[config.mk]
export PLATFORM = sky130hd
export DESIGN_NAME = ks_multiword_adder
export DESIGN_NICKNAME = d
export VERILOG_FILES = /design/src/rtl/ks_multiword_adder.sv
export SDC_FILE = /design/constraint.sdc
export NUM_CORES = 1
export LEC_CHECK = 0
export ABC_CLOCK_PERIOD_IN_PS = 2930
export CAP_MARGIN = 20
export CORE_MARGIN = 1.5
export CORE_UTILIZATION = 41
export CTS_CLUSTER_DIAMETER = 100
export DETAILED_ROUTE_END_ITERATION = 8
export PLACE_DENSITY = 0.67
export SYNTH_ARGS = -nofsm -noshare
export SYNTH_HDL_FRONTEND = slang
export SYNTH_SLANG_ARGS = --single-unit
[constraint.sdc]
create_clock -name clk -period 2.93 [get_ports clk]
set_input_delay 0.586 -clock clk [delete_from_list [all_inputs] [get_ports clk]]
set_output_delay 0.586 -clock clk [all_outputs]
set_load 0.05 [all_outputs]
[src/rtl/ks_multiword_adder.sv]
// ks_multiword_adder: WIDTH-bit adder streaming one byte per clock through an 8-bit Kogge-Stone slice.
// Valid/ready handshakes on both sides; the carry is registered between beats.
module kogge_stone_8 (
    input  logic [7:0] a,
    input  logic [7:0] b,
    input  logic       cin,
    output logic [7:0] sum,
    output logic       cout
);
    logic [3:0][7:0] g, p;
    logic [8:0] c;
    assign g[0] = a & b;
    assign p[0] = a ^ b;
    for (genvar l = 0; l < 3; l++) begin : g_lvl
        for (genvar i = 0; i < 8; i++) begin : g_bit
            if (i >= (1 << l)) begin : g_op
                assign g[l+1][i] = g[l][i] | (p[l][i] & g[l][i-(1<<l)]);
                assign p[l+1][i] = p[l][i] & p[l][i-(1<<l)];
            end else begin : g_pass
                assign g[l+1][i] = g[l][i];
                assign p[l+1][i] = p[l][i];
            end
        end
    end
    assign c[0] = cin;
    for (genvar i = 0; i < 8; i++) begin : g_c
        assign c[i+1] = g[3][i] | (p[3][i] & cin);
    end
    assign sum  = p[0] ^ c[7:0];
    assign cout = c[8];
endmodule

module ks_multiword_adder #(
    parameter int WIDTH = 32
) (
    input  logic             clk,
    input  logic             rst_n,
    input  logic             in_valid,
    output logic             in_ready,
    input  logic [WIDTH-1:0] a,
    input  logic [WIDTH-1:0] b,
    input  logic             cin,
    output logic             out_valid,
    input  logic             out_ready,
    output logic [WIDTH-1:0] sum,
    output logic             cout
);
    localparam int N  = WIDTH / 8;
    localparam int CW = N > 1 ? $clog2(N) : 1;

    typedef enum logic [1:0] {IDLE, RUN, DONE} state_t;

    state_t           state_q;
    logic [WIDTH-1:0] a_q, b_q, r_q;
    logic [CW-1:0]    cnt_q;
    logic             c_q, cout_q;
    logic [7:0]       s8;
    logic             co8;
    logic [WIDTH+7:0] r_d;

    kogge_stone_8 u_slice (.a(a_q[7:0]), .b(b_q[7:0]), .cin(c_q), .sum(s8), .cout(co8));

    // New sum byte enters at the top so byte 0 ends up at the bottom after N beats
    assign r_d = {s8, r_q};

    always_ff @(posedge clk) begin
        if (!rst_n) begin
            state_q <= IDLE;
            a_q     <= '0;
            b_q     <= '0;
            r_q     <= '0;
            cnt_q   <= '0;
            c_q     <= 1'b0;
            cout_q  <= 1'b0;
        end else begin
            case (state_q)
                IDLE: if (in_valid) begin
                    a_q     <= a;
                    b_q     <= b;
                    c_q     <= cin;
                    cnt_q   <= '0;
                    state_q <= RUN;
                end
                RUN: begin
                    a_q   <= a_q >> 8;
                    b_q   <= b_q >> 8;
                    r_q   <= r_d[WIDTH+7:8];
                    c_q   <= co8;
                    cnt_q <= cnt_q + 1'b1;
                    if (cnt_q == CW'(N - 1)) begin
                        cout_q  <= co8;
                        state_q <= DONE;
                    end
                end
                DONE: if (out_ready) state_q <= IDLE;
                default: state_q <= IDLE;
            endcase
        end
    end

    assign in_ready  = state_q == IDLE;
    assign out_valid = state_q == DONE;
    assign sum       = r_q;
    assign cout      = cout_q;
endmodule
# ---- Word level (Yosys, flattened, before mapping)
# Index checks and enable logic that the tools add are counted.
dict set report word_totals {
  ff_bits 102
  word_cells 101
}
dict set report classes {
  addsub 1
  n_reduce_logical 5
  bitwise 70
  n_eq_ne 6
  mux 12
}
# op n
set op_table {}
lappend op_table {{$pmux 32 s2} 2}
lappend op_table {{$mux 32} 2}
lappend op_table {{$and 1x1->1} 42}
lappend op_table {{$or 1x1->1} 25}
lappend op_table {{$xor 8x8->8} 2}
lappend op_table {{$and 8x8->8} 1}
lappend op_table {{$mux 2} 4}
lappend op_table {{$pmux 2 s3} 1}
lappend op_table {{$eq 2x2->1 const B} 2}
lappend op_table {{$ne 2x2->1 const B} 2}
lappend op_table {{$pmux 2 s2} 1}
lappend op_table {{$reduce_and 2->1} 2}
lappend op_table {{$reduce_and 3->1} 1}
lappend op_table {{$add 2x1->2 const B} 1}
lappend op_table {{$eq 2x1->1 const B} 1}
lappend op_table {{$logic_not 2->1} 1}
lappend op_table {{$ne 2x1->1 const B} 1}
lappend op_table {{$pmux 1 s2} 1}
lappend op_table {{$reduce_bool 2->1} 1}
lappend op_table {{$mux 1} 1}

# ---- Logic depth before layout (Yosys ltp)
# Gate-level depths: netlist (run 1).
dict set report logic_depth {
  depth_word 9
  mapped_depth 7
  mapped_depth_nobuf 6
}

# ---- By module
# A second synthesis (run 1) with hierarchy kept.
dict set report unflattened {
  hier_cells 458
  area_unflattened_um2 4083.9
}
# module area_per_inst_um2 cells_per_inst n_inst seq_area_each_um2
set by_module_without_submodules {}
lappend by_module_without_submodules {ks_multiword_adder 3763.6 418 1 2042.0}
lappend by_module_without_submodules {kogge_stone_8 320.3 40 1 0.0}

# ---- Worst setup path after synthesis (run 1)
# OpenSTA, ideal clock, no wires.
dict set report synth_timing {
  kind {register -> register}
  from {register state_q[0]}
  to {register a_q[24]}
  setup_time_ps 65
  synth_period_minus_slack_ps 1898
  arrival_ps 1833
  n_path_buf 3
  slack_ps 1032
  path_stages_with_launch 8
  cell_sequence {dfxtp_1 -> buf_2 -> nor2_1 -> and2_1 -> buf_2 -> buf_2 -> a22oi_1 -> nor2_1}
}
dict set report synth_via {
  elab_chain_len 3
  elab_cells_between_ends 6
  cone_classes {eq/ne: 2; mux: 1; reduce/logical: 3}
}
# element line_no
set synth_rtl {}
lappend synth_rtl {{from (decl)} 53} ;# state_t state_q;
lappend synth_rtl {{from (signal assigned)} 68} ;# state_q <= IDLE;
lappend synth_rtl {{from (signal assigned)} 82} ;# state_q <= RUN;
lappend synth_rtl {{from (signal assigned)} 92} ;# state_q <= DONE;
lappend synth_rtl {{$logic_not 2->1 (*)} n/a}
lappend synth_rtl {{via in_ready} 39} ;# output logic in_ready,
lappend synth_rtl {{$ne 2x2->1 (no line) / $reduce_bool 2->1 (equally long branches)} n/a}
lappend synth_rtl {{$reduce_and 2->1 (no line)} n/a}
lappend synth_rtl {{to (signal assigned)} 85} ;# a_q <= a_q >> 8;
lappend synth_rtl {{to (decl)} 54} ;# logic [WIDTH-1:0] a_q, b_q, r_q;
# The timed path passes the listed nets; every way through them passes the cells marked *.
# A chain may end at the register's enable or synchronous reset.

# ---- Worst setup path after layout (run 1)
dict set report layout_timing {
  from {register state_q[1]}
  to {output port out_valid}
}
dict set report layout_via {
  elab_chain_len 1
}
# element line_no
set layout_rtl {}
lappend layout_rtl {{$eq 2x2->1} 102} ;# assign out_valid = state_q == DONE;
lappend layout_rtl {{to (decl)} 43} ;# output logic out_valid,
# No other way between the ends.

==> parameters.txt, run 1 <==
Parameter                              Value

Timing
  Sum of negative setup slack ... 0 ps
  Worst slew margin relative to its limit ... 59.29%
  Final setup violation count ... 0
  Worst Max-Slew Pin Slew ... 610.6 ps
  Worst setup skew after layout ... 11.30 ps
  Fin. Hold Viols ... 0
  Part of the cycle the worst path needs ... 82.34%
  Top achievable clock speed ... 414.5 MHz
  Time the worst path needs with I/O delays and setup ... 2413 ps
  Final max-slew violation count ... 0
  Hold Slack ... 455.0 ps
  Unrepaired setup endpoints after global routing ... false

Routing
  Detailed-route wire length ... 11.25 mm
  1st-pass router iterations ... 5
  Vias/cell ... 5.367
  Drt drc ... 0
  First-iteration detailed-routing DRC count ... 198
  Total vias in the final route ... 4,111
  WL per Instance ... 14.69 µm
  Remaining number of nets flagged by the antenna check after routing ... 0

Clock tree
  Number of buffers added by the clock tree synthesis step ... 9
  Number of levels in the clock H-tree ... 3
  Post-CTS Hold Fix Bufs ... 0
  Root buffer cell ... clkbuf_16
  Number of gates resized after cts ... 0
  TritonCTS clock tree ... yes
  CTS Sinks ... 102
  Max clock buf depth ... 2
  CTS clock-pin slew for the worst setup and hold paths ... 70 ps
  Clock insertion delay at the later pin of the skew report ... 340 ps
  Setup Fix Bufs, Post-CTS ... 0

Synthesis
  Number of synthesized flops with an enable pin ... 0
  Library cells used by synthesis ... 40
  Ys flop type ... dfxtp_1
  Total of flip-flops plus latches after synthesis ... 102
  Cell accounting for the most synthesized area ... dfxtp_1
  Number of synthesis warnings ... 0
  Largest cells by area after synthesis ... dfxtp_1 44%, o221a_1 12%, a21oi_1 8.5%, nor2b_1 6.7%, nor2_1 6.6%
  Synth async-reset ratio ... 0%
  Instance count of the mapped netlist ... 547
  Sequential-to-total area share from yosys stat ... 44.06%
  Mean cell area of the mapped netlist ... 8.472 µm²
  Net count after synthesis ... 626
  Fraction of post-synthesis cell area in the top cell type by area ... 44.06%
  Netlist Area Pre-Place ... 4634 µm²

Placement
  Post-place instance area ... 5700 µm²
  HPWL after DPL ... 7.811 mm
  Port Buffer Count ... 103
  Last weighted congestion value of the routability-driven placer ... 0.7660

Power
  Clock share of power ... 35.0%
  Peak supply drop ... 0.2654 mV
  Switching power ... 907.4 µW
  Pwr per Cell Area ... 558.8 nW/µm²
  Switch share ... 27.11%
  Static leakage ... 2.261 nW
  Fraction of power consumed by combinational cells ... 18.6%
  Cell-internal power ... 2.439 mW
  Reg power frac ... 46.4%

Finish
  Final layout net count ... 701
  Filler instances ... 1,039
  Number of antenna repair diodes ... 0
  Post-route design area ... 5989 µm²
  Synth-to-layout area growth ... 29.24%
  Share of layout cells above drive strength 1 ... 5.272%

Worst setup path
  Maximum fanout along the worst path ... 39
  Nature of the critical path startpoint ... register
  Most frequent cell on the critical path ... buf_4
  CP max stage cell ... dfxtp_2
  Endpoint required time on the critical path ... 2340 ps
  Setup crit end kind ... output port
  Arrival time of the worst setup path ... 1830 ps
  Peak per-stage delay on the critical path ... 520 ps
  Worst setup path class ... reg2out
  Cell-by-cell listing of the critical path ... buf_4 > nor2b_1 > buf_4

Min path
  Min-Delay Path Class ... reg2reg

Global routing
  Global route overflow ... 0
  Via count of the first global-routing pass ... 3,924
  GRT Util Overall ... 19.72%
  Maximum number of pins on one net before global-route repair ... 76
  Initial antenna violation count ... 0
  Wire length of the first global-routing pass ... 18.71 mm

Floorplan
  Die boundary height ... 109.3 µm
  Placeable core region ... 10,940 µm²
  DIE AREA ... 11,950 µm²
  Floorplan die width ... 109.3 µm
  Ports placed on the boundary ... 104
  Starting density of the core ... 42.38%
  Number of core rows ... 38

Run
  Max Cap Violations ... 0

Run status
  Result of the run ... complete, no violations
layer usage:
layer	vias up	track usage (%)	part of all wire, %
li1	2094	-	-
met1	1881	25.32	46
met2	122	32.39	45
met3	14	4.446	6.5
met4	0	7.236	1.9
met5	-	0	0
worst paths after layout:
| path | slack (ps) | start | cells after the start | endpoint |
|---|---|---|---|---|
| setup reg to reg | 760 | state_q[0] | 6 | sum[28] |
| hold / removal | 460 | sum[0] | 2 | sum[0] |
| hold reg to reg | 460 | sum[0] | 2 | sum[0] |
| setup / recovery | 520 | state_q[1] | 3 | out_valid |
cell usage in the layout, fill, tap and decap left out, drive strengths merged, types with 3 or more instances in the layout:
cell type / instances
nor2: 81
ha: 9
o21ai: 4
clkbuf: 10
a21oi: 79
nor3: 8
a21o: 3
o221a: 48
a22oi: 17
a211oi: 5
clkdlybuf4s50: 100
dfxtp: 102
nand4: 3
nand2: 57
inv: 6
buf: 14
nor2b: 50
nand3: 4
cells in the mapped netlist, types with 3 or more instances:
library cell	instances
dfxtp_1	102
nor2_1	81
a21oi_1	79
nand2_1	57
nor2b_1	50
o221a_1	48
clkbuf_1	27
buf_2	19
a22oi_1	17
ha_1	9
nor3_1	8
a211oi_1	5
inv_1	4
nand3_1	4
o21ai_0	4
a21o_1	3
buf_4	3
nand4_1	3
registers in the layout (all words and copies together) (netlist names):
signal   flops
cnt_q        2
state_q      2
cout         1
c_q          1
b_q         32
a_q         32
sum         32
layout make-up:
class / count / area (µm²) / share of cell area, %
Clock buffer: 10 / 229.0 / 3.823
Clock inverter: 5 / 60.06 / 1.003
Inverter: 5 / 18.77 / 0.3133
Multi-Input combinational cell: 390 / 2361 / 39.42
Sequential cell: 102 / 2044 / 34.13
Tap cell: 140 / 175.2 / 2.925
Timing Repair Buffer: 114 / 1101 / 18.38
worst max-delay path: cells and delay by family (launching register included):
kind                   cells  cell delay [ps]
flip-flops                 1              520
buffers and inverters      2              690
AND/OR/NAND/NOR            1              260
power groups by stage:
stage	logic, mW	registers, mW	clock network (mW)
CTS	0.624	1.55	1.20
global route	0.688	1.56	1.26
global placement	0.610	1.58	0
finish	0.622	1.55	1.17
detailed placement	0.622	1.58	0
floorplan	0.380	1.61	0
through the flow:
step	utilization, %	setup WS, ps	total power [mW]	cells
floorplan	-	1032	1.992	547
global route	54.77	440.1	3.513	766
finish	54.77	517.5	3.347	766
CTS	54.77	530.4	3.374	766
detailed placement	52.13	740.0	2.206	751
global placement	52.13	785.3	2.192	751
logic make-up after synthesis:
| family | count (synthesis) | share of synthesized area [%] |
|---|---|---|
| flops | 102 | 44.06 |
| xor+xnor | 1 | 0.1890 |
| mux | 1 | 0.2160 |
| simple gates | 215 | 21.52 |
| compound gates | 163 | 25.95 |
| fa+ha+maj | 10 | 2.862 |
| buf+inv | 55 | 5.210 |
Note: power is estimated with default switching activity, not from simulation.
==> run 2: changes to the inputs <==
--- a/config.mk
+++ b/config.mk
@@ -5,7 +5,7 @@
 export SDC_FILE = /design/constraint.sdc
 export NUM_CORES = 1
 export LEC_CHECK = 0
-export ABC_CLOCK_PERIOD_IN_PS = 2930
+export ABC_CLOCK_PERIOD_IN_PS = 2350
 export CAP_MARGIN = 20
 export CORE_MARGIN = 1.5
 export CORE_UTILIZATION = 41
==> constraint.sdc (replaced) <==
create_clock -name clk -period 2.35 [get_ports clk]
set_input_delay 0.47 -clock clk [delete_from_list [all_inputs] [get_ports clk]]
set_output_delay 0.47 -clock clk [all_outputs]
set_load 0.05 [all_outputs]
==> run 2 against run 1 <==
  * Sequential share of layout area shrank 0.25 points
  * Highest routed layer unchanged
  * Total power increased by 26%
  * Via count rose by 0.12%
  * Combinational power increased by 26%
  * Critical path type unchanged
  * Largest cell class unchanged
==> parameters.txt, run 2 (synthesis results as in run 1) <==
Parameter                              Value

Finish
  Share of layout cells above drive strength 1 ... 6.032%
  Core utilization of the finished layout ... 55.18%
  Number of antenna repair diodes ... 0
  Synth-to-layout area growth ... 30.21%
  Most common cell after layout, fill and taps aside ... dfxtp_1
  Most used cells in the layout excluding fill and tap cells ... 100 x dfxtp_1, 99 x clkdlybuf4s50_1, 80 x nor2_1
  Cell Count, Final, Fillers Out ... 770
  Final layout net count ... 704

Worst setup path
  Critical path buffers and inverters ... 1
  Nature of the critical path startpoint ... register
  Maximum fanout along the worst path ... 3
  Endpoint required time on the critical path ... 1880 ps
  Arrival time of the worst setup path ... 1550 ps
  CP max stage cell ... clkdlybuf4s50_1
  Setup crit end kind ... output port
  Cell-by-cell listing of the critical path ... clkdlybuf4s50_1
  Family with the most delay on the worst path ... buffers and inverters
  Worst setup path class ... reg2out
  Peak per-stage delay on the critical path ... 830 ps

Routing
  WL per Instance ... 14.74 µm
  Drt drc ... 0
  Remaining number of nets flagged by the antenna check after routing ... 0
  First-iteration detailed-routing DRC count ... 181
  Detailed-route wire length ... 11.35 mm
  Vias/cell ... 5.345
  Total vias in the final route ... 4,116
  1st-pass router iterations ... 4

Timing
  Final max-slew violation count ... 0
  Fin. Hold Viols ... 0
  Worst slew margin relative to its limit ... 61.22%
  Unrepaired setup endpoints after global routing ... false
  Worst setup skew after layout ... 8.483 ps
  Sum of negative setup slack ... 0 ps
  Final setup violation count ... 0
  Top achievable clock speed ... 495.7 MHz
  Worst Max-Slew Pin Slew ... 581.8 ps
  Time the worst path needs with I/O delays and setup ... 2017 ps
  Part of the cycle the worst path needs ... 85.85%
  Hold Slack ... 457.7 ps

Clock tree
  Number of gates resized after cts ... 0
  Root buffer cell ... clkbuf_16
  Number of levels in the clock H-tree ... 3
  TritonCTS clock tree ... yes
  Max clock buf depth ... 2
  Clock insertion delay at the later pin of the skew report ... 340 ps
  Post-CTS Hold Fix Bufs ... 0
  Number of buffers added by the clock tree synthesis step ... 9
  Setup Fix Bufs, Post-CTS ... 0
  CTS clock-pin slew for the worst setup and hold paths ... 70 ps
  CTS Sinks ... 102

Global routing
  Initial antenna violation count ... 0
  Via count of the first global-routing pass ... 3,976
  Wire length of the first global-routing pass ... 18.66 mm
  GRT Util Overall ... 19.63%
  Maximum number of pins on one net before global-route repair ... 59
  Global route overflow ... 0

Floorplan
  Floorplan die width ... 109.3 µm
  Die boundary height ... 109.3 µm
  Starting density of the core ... 42.38%
  Number of core rows ... 38
  Ports placed on the boundary ... 104
  DIE AREA ... 11,950 µm²
  Placeable core region ... 10,940 µm²

Placement
  Last weighted congestion value of the routability-driven placer ... 0.8601
  Placed instance count ... 754
  Port Buffer Count ... 103
  HPWL after DPL ... 7.970 mm

Min path
  Min-Delay Path Class ... reg2reg

Power
  Pwr per Cell Area ... 697.6 nW/µm²
  Peak supply drop ... 0.4065 mV
  Static leakage ... 2.282 nW

Run status
  Result of the run ... complete, no violations

Run
  Max Cap Violations ... 0
-- run 2: metal layers --
layer,GRT usage [%],vias up,part of all wire [%]
li1,-,2103,-
met1,25.56,1889,47
met2,32.12,112,46
met3,4.742,12,5.5
met4,6.122,0,1.6
met5,0,-,0
-- run 2: worst paths after layout --
| path | from | endpoint | slack [ps] | depth (start not counted) |
|---|---|---|---|---|
| max | sum[31] | sum[31] | 330 | 1 |
| min | sum[5] | sum[5] | 460 | 2 |
| max reg2reg | a_q[0] | cout | 500 | 6 |
| min reg2reg | sum[5] | sum[5] | 460 | 2 |
-- run 2: area by class of cell --
cell class	count	area [µm²]
Clock buffer	11	242.7
Sequential cell	102	2044
Clock inverter	5	58.81
Inverter	5	18.77
Tap cell	140	175.2
Fill cell	1042	4901
Multi-Input combinational cell	390	2361
Timing Repair Buffer	117	1134
-- run 2: through the flow --
stage                     setup slack, ps  total power [mW]  cell area (µm²)
after floorplan                     451.7             2.484             4634
final                               332.6             4.210             6035
after CTS                           321.7             4.244             6035
after detailed placement            533.0             2.757             5733
after global placement              608.4             2.740             5733
after global routing                282.7             4.405             6035
-- run 2: power by group --
| part | total, mW | internal (mW) | switching (mW) |
|---|---|---|---|
| combinational | 0.785 | 0.368 | 0.417 |
| sequential | 1.93 | 1.85 | 0.0814 |
| clock | 1.49 | 0.855 | 0.636 |
==> run 3: changes to the inputs <==
--- a/config.mk
+++ b/config.mk
@@ -8,10 +8,9 @@
 export ABC_CLOCK_PERIOD_IN_PS = 2350
 export CAP_MARGIN = 20
 export CORE_MARGIN = 1.5
-export CORE_UTILIZATION = 41
+export CORE_UTILIZATION = 35
 export CTS_CLUSTER_DIAMETER = 100
 export DETAILED_ROUTE_END_ITERATION = 8
-export PLACE_DENSITY = 0.67
 export SYNTH_ARGS = -nofsm -noshare
 export SYNTH_HDL_FRONTEND = slang
 export SYNTH_SLANG_ARGS = --single-unit
==> run 3 against run 2 <==
  * Clock power about the same
  * Non-clock buffer count increased by 2
  * Routed wire length increased by 6.5%
  * Sequential power about the same
  * Final area increased by 0.85%
  * Register-to-register slack improved by 40 ps
  * Critical path depth unchanged
  * Global-route usage decreased by 2.4 points
  * Maximum frequency decreased by 0.22%
  * Critical path type unchanged
  * Total power increased by 0.42%
  * Largest power group unchanged
  * Highest routed layer unchanged
  * First-iteration DRC count increased by 66%
  * Largest cell class unchanged
==> parameters.txt, run 3 (synthesis results as in run 1) <==
Parameter                              Value

Run status
  Result of the run ... complete, no violations

Worst setup path
  Reg2Reg Setup Slack ... 540 ps
  Worst setup path class ... reg2out
  Family with the most delay on the worst path ... buffers and inverters
  Worst-case reg-to-reg path depth ... 5
  Worst reg2reg path endpoint ... b_q[28]
  Arrival time of the worst setup path ... 1550 ps
  FF-to-FF Start ... state_q[1]
  Nature of the critical path startpoint ... register
  Timing endpoint of the critical path ... sum[26]
  Startpoint of the most critical setup path ... sum[26]
  Critical path depth in cells ... 1
  Peak per-stage delay on the critical path ... 820 ps
  Cell-by-cell listing of the critical path ... clkdlybuf4s50_1
  Critical path buffers and inverters ... 1
  Endpoint required time on the critical path ... 1880 ps
  CP max stage cell ... clkdlybuf4s50_1
  Maximum fanout along the worst path ... 3
  Setup crit end kind ... output port

Placement
  HPWL after DPL ... 8.628 mm
  Placed instance count ... 788
  Post-place instance area ... 5788 µm²
  Last weighted congestion value of the routability-driven placer ... 0.8031
  Port Buffer Count ... 103

Finish
  Final layout net count ... 706
  Share of layout cells above drive strength 1 ... 6.329%
  Most used cells in the layout excluding fill and tap cells ... 100 x dfxtp_1, 99 x clkdlybuf4s50_1, 80 x nor2_1
  Number of antenna repair diodes ... 0
  Synth-to-layout area growth ... 31.32%
  Cell Count, Final, Fillers Out ... 804
  Most common cell after layout, fill and taps aside ... dfxtp_1
  Post-route design area ... 6086 µm²

Clock tree
  Number of buffers added by the clock tree synthesis step ... 9
  CTS clock-pin slew for the worst setup and hold paths ... 70 ps
  TritonCTS clock tree ... yes
  Clock insertion delay at the later pin of the skew report ... 340 ps
  Setup Fix Bufs, Post-CTS ... 0
  CTS Sinks ... 102
  Number of levels in the clock H-tree ... 3
  Number of gates resized after cts ... 0
  Post-CTS Hold Fix Bufs ... 0
  Max clock buf depth ... 2
  Root buffer cell ... clkbuf_16

Floorplan
  Number of core rows ... 41
  Die boundary height ... 118.1 µm
  Starting density of the core ... 36.28%
  Ports placed on the boundary ... 104
  Floorplan die width ... 118.1 µm
  DIE AREA ... 13,940 µm²
  Placeable core region ... 12,770 µm²

Run
  Max Cap Violations ... 0

Global routing
  Wire length of the first global-routing pass ... 19.69 mm
  Initial antenna violation count ... 0
  Via count of the first global-routing pass ... 3,954
  Global route overflow ... 0
  Maximum number of pins on one net before global-route repair ... 50
  GRT Util Overall ... 17.28%

Timing
  Unrepaired setup endpoints after global routing ... false
  Worst slew margin relative to its limit ... 57.70%
  Top achievable clock speed ... 494.6 MHz
  Sum of negative setup slack ... 0 ps
  Worst Max-Slew Pin Slew ... 634.5 ps
  Final setup violation count ... 0
  Final max-slew violation count ... 0
  Fin. Hold Viols ... 0
  Worst setup skew after layout ... 7.816 ps
  Time the worst path needs with I/O delays and setup ... 2022 ps
  Part of the cycle the worst path needs ... 86.04%

Routing
  Drt drc ... 0
  First-iteration detailed-routing DRC count ... 301
  1st-pass router iterations ... 6
  WL per Instance ... 15.03 µm
  Total vias in the final route ... 4,136
  Detailed-route wire length ... 12.09 mm
  Vias/cell ... 5.144
  Remaining number of nets flagged by the antenna check after routing ... 0

Power
  Overall power ... 4.227 mW
  Pwr per Cell Area ... 694.6 nW/µm²
  Static leakage ... 2.293 nW
  Peak supply drop ... 0.3024 mV

Min path
  Min-Delay Path Class ... reg2reg
-- run 3: changes by cell type in the layout (fill, tap and decap cells not counted), sizes merged --
cell / before / now
inv: 5 / 7
clkinvlp: 2 / 1
buf: 18 / 20
clkbuf: 11 / 10
-- run 3: final cells by class --
type | instances | area [µm²]
Sequential cell | 102 | 2044
Fill cell | 1250 | 6688
Tap cell | 172 | 215.2
Multi-Input combinational cell | 390 | 2361
Timing Repair Buffer | 119 | 1149
Inverter | 5 | 18.77
Clock inverter | 6 | 68.82
Clock buffer | 10 | 229.0
-- run 3: worst min-delay path by stage --
stage                        start  slack, ps  cells after the start        to
after CTS                   sum[7]        460                      2    sum[7]
after detailed placement    sum[7]        450                      2    sum[7]
after floorplan           cnt_q[0]        440                      1  cnt_q[0]
after global routing        sum[7]        480                      2    sum[7]
final                       sum[7]        450                      2    sum[7]
after global placement      sum[2]        440                      2    sum[2]
-- run 3: routing by layer --
| layer | track usage [%] | share of wire [%] | vias up |
|---|---|---|---|
| met4 | 5.335 | 1.8 | 0 |
| met3 | 4.603 | 4.8 | 13 |
| met5 | 0 | 0 | - |
| li1 | - | - | 2105 |
| met2 | 27.69 | 46 | 119 |
| met1 | 22.65 | 48 | 1899 |
-- run 3: worst min-delay path, cell delays in order, from the launching register on --
cell and delay [ps]:
dfxtp_1 310, nand2_1 50, a21oi_1 50
-- run 3: report_power, final --
part / total (mW) / switching [mW] / internal, mW
Sequential: 1.94 / 0.0866 / 1.85
Combinational: 0.795 / 0.424 / 0.371
Clock: 1.49 / 0.660 / 0.834
Total: 4.23 / 1.17 / 3.06
-- run 3: stage by stage --
| step | setup WS, ps | hold slack, ps | util, % |
|---|---|---|---|
| 2_1_floorplan | 451.7 | 443.6 | - |
| 3_3_place_gp | 544.0 | 441.2 | 45.31 |
| 3_5_place_dp | 473.4 | 448.0 | 45.31 |
| 4_1_cts | 308.8 | 457.8 | 47.64 |
| 5_1_grt | 246.8 | 479.8 | 47.64 |
| 6_report | 328.0 | 452.8 | 47.64 |
==> RTL edit 1, RTL diff (settings of run 3) <==
Reset style: asynchronous (`rst_n`), changed in one clocked block.
--- a/src/rtl/ks_multiword_adder.sv
+++ b/src/rtl/ks_multiword_adder.sv
@@ -63,7 +63,7 @@
     // New sum byte enters at the top so byte 0 ends up at the bottom after N beats
     assign r_d = {s8, r_q};
 
-    always_ff @(posedge clk) begin
+    always_ff @(posedge clk or negedge rst_n) begin
         if (!rst_n) begin
             state_q <= IDLE;
             a_q     <= '0;
Function: differs if rst_n is asserted again (counterexample within 4 cycles, from zero or initial values and one cycle with rst_n low); with rst_n held inactive, the same outputs for 10 cycles.
==> RTL edit 1 against run 3 <==
Setup slack got worse by 0.023 ns. Final cell count fell by 4.0%. Sequential cell count unchanged. Critical path depth unchanged. Die area grew 5.1%. Final area up 5.1%. Critical endpoint is now sum[28]. Global-route usage is 0.92 points higher. Core utilization is 0.11 points higher. Synthesized area increased by 5.3%. Routed wire length up 5.4%.
Power is not compared: it rests on default switching activity, and its combinational part moved more than twofold at a synthesized area within 25%.
==> RTL edit 1: results <==
[synth]
synth_top_cell_area_share_pct = 52.3
synth_top_cells_by_count = sky130_fd_sc_hd__dfrtp_1, sky130_fd_sc_hd__nand2_1, sky130_fd_sc_hd__a21oi_1
ys_seq_area_share_pct = 52.3
synth_fa_ha_area_share_pct = 2.72
synth.lib_cells_used.distinct = 37

[cells_and_area]
flops_and_latches = 102
final-clk-cell-share_pct = 5.28
seqAreaFraction_pct = 39.9
multi_input_combinational = 353
multi_input_area_um2 = 2090
filler_cell_count = 1275
drive_above_1_share_pct = 8.22

[place]
gpl.final_weighted_congestion = 0.843
post-place-ws_ns = 0.596
numPlacedInstances = 756

[critical_path]
worstSetupStartpoint = sum[28]$_DFFE_PN0P_
cp_data_arrival_time_ns = 1.57
crit_reg_reg_endpoint = cout$_DFFE_PN0P_

[sta]
hold-worst-slack_ns = 0.0780
fin_worst_skew_ns = 0.00641

[route]
vias = 4057
drt-total-wl_um = 12700

[worst_hold_path]
holdCritPathClass = primary input to async pin

[run_status]
run_status = completed

[global_route]
grtUsageTotal_pct = 18.2
RTL edit 1: changes by cell type in the layout (fill, tap and decap cells not counted), sizes merged, moves of 3 or more:
cell / run 3 / this run
a22o: 0 / 18
o31ai: 0 / 3
dfxtp: 102 / 0
nor2: 81 / 4
o21ai: 4 / 56
a22oi: 17 / 46
a21oi: 79 / 55
dfrtp: 0 / 102
nor3: 8 / 2
a211oi: 5 / 0
o221a: 48 / 0
nand2: 57 / 87
RTL edit 1: layer usage:
layer | GRT usage [%] | up-vias
met5 | 0 | -
met3 | 2.87 | 15
li1 | - | 1940
met1 | 25.8 | 2001
met2 | 28.0 | 101
met4 | 7.06 | 0
RTL edit 1: report_power, final:
group	internal [mW]	switching (mW)
sequential	2.48	0.594
clock	1.04	0.661
combinational	1.62	2.68
total	5.14	3.94
==> RTL edit 2, RTL diff (flow settings as in run 3) <==
Without the edit above. The parameter `WIDTH` goes from 32 to 64.
--- a/src/rtl/ks_multiword_adder.sv
+++ b/src/rtl/ks_multiword_adder.sv
@@ -31,7 +31,7 @@
 endmodule
 
 module ks_multiword_adder #(
-    parameter int WIDTH = 32
+    parameter int WIDTH = 64
 ) (
     input  logic             clk,
     input  logic             rst_n,
Interface: changed (resized a, b and sum); port bits go from 104 to 200. No check against the original RTL was run, so the function may have changed too.
==> RTL edit 2 against run 3 <==
Sequential cell count rose by 97. Synthesized area grew 91%. Via count is 88% higher. Sequential power grew 94%. Routed wire length rose by 110%. Setup slack worse by 0.15 ns. Power grew 90%. Final area grew 91%. Clock power increased by 93%.
==> RTL edit 2: results <==
[critical_path]
crit_reg_reg_endpoint = c_q$_SDFFE_PN0P_
worstSetupStartpoint = sum[63]$_SDFFE_PN0P_
worst_setup_path_endpoint = sum[63]
critical_path.max_stage_delay_ns = 0.85
timing.reg2reg.setup_slack_ns = 0.51
r2r_start = a_q[0]$_SDFFE_PN0P_

[route]
vias = 7755
drt-initial-drc-count = 604
firstDrtPassIters = 5
drt_wl_cell_um = 16.7

[sta]
fin_worst_skew_ns = 0.0126

[clock_network]
htree_num_levels = 4
clkLatencyLatePin_ns = 0.44

[cells_and_area]
filler_cell_count = 2409
drive_above_1_share_pct = 12.0
nets = 1314

[power_and_ir_drop]
leakage_nw = 4.33
vdd_ir_drop_max_mv = 0.387

[global_route]
pin_count_of_the_biggest_net_entering_global_routing = 64
antenna_found_initial = 1
grt_pass1_wl_um = 39500

[synth]
fraction_of_the_mapped_netlist_area_in_compound_gates_pct = 27.6
synth_top_cells_by_count = sky130_fd_sc_hd__dfxtp_1, sky130_fd_sc_hd__a21oi_1, sky130_fd_sc_hd__nor2_1
synthXorXnorAreaFrac_pct = 0.397
synth.mux.area_fraction_pct = 0
synthesized_nets = 1179

[run_status]
run_status = completed

[place]
hpwl_after_dpl_um = 17200
portBuffers = 199
gpl.final_weighted_congestion = 0.825

[worst_hold_path]
timing.hold.worst.start = rst_n
RTL edit 2: changes by cell type in the layout (fill, tap and decap cells not counted), sizes merged, moves of 8 or more:
cell / run 3 / this run
nand2: 57 / 120
clkbuf: 10 / 18
clkdlybuf4s50: 99 / 195
dfxtp: 102 / 199
a21oi: 79 / 175
nor2b: 50 / 115
nor2: 81 / 141
o221a: 48 / 112
RTL edit 2: routing by layer:
metal / share of wire (%) / up-vias / GRT usage [%]
met5: 0.052 / - / 0
met4: 1.4 / 2 / 4.75
met3: 4.1 / 21 / 3.65
met2: 47 / 182 / 31.3
met1: 48 / 3646 / 25.5
li1: - / 3904 / -
RTL edit 2: cells by family after synthesis:
family | after synthesis
buf+inv | 108
simple gates | 388
flops | 199
xor+xnor | 4
compound gates | 325
fa+ha+maj | 11
RTL edit 2: final cells by class:
type / count / area (µm²) / area share, %
clock buffer: 18 / 429 / 3.70
clock inverter: 13 / 139 / 1.20
inverter: 4 / 15.0 / 0.129
multi-input combinational: 728 / 4400 / 38.0
sequential: 199 / 3990 / 34.4
tap: 324 / 405 / 3.50
timing repair buffer: 220 / 2210 / 19.1
RTL edit 2: per-stage QoR:
step           std cells  power (mW)  setup WS, ns  area [µm²]
6_report            1506        8.05         0.176       11600
5_1_grt             1506        8.41         0.140       11600
2_1_floorplan       1035        4.72         0.484        8830
3_5_place_dp        1475        5.25         0.524       11000
4_1_cts             1506        8.13         0.150       11600
3_3_place_gp        1475        5.24         0.573       11000
RTL edit 2: where the power goes:
part / total [mW] / internal (mW) / leakage [nW] / switching, mW
registers: 3.76 / 3.60 / 1.64 / 0.159
clock network: 2.88 / 1.49 / 0.276 / 1.38
logic: 1.40 / 0.691 / 2.41 / 0.712
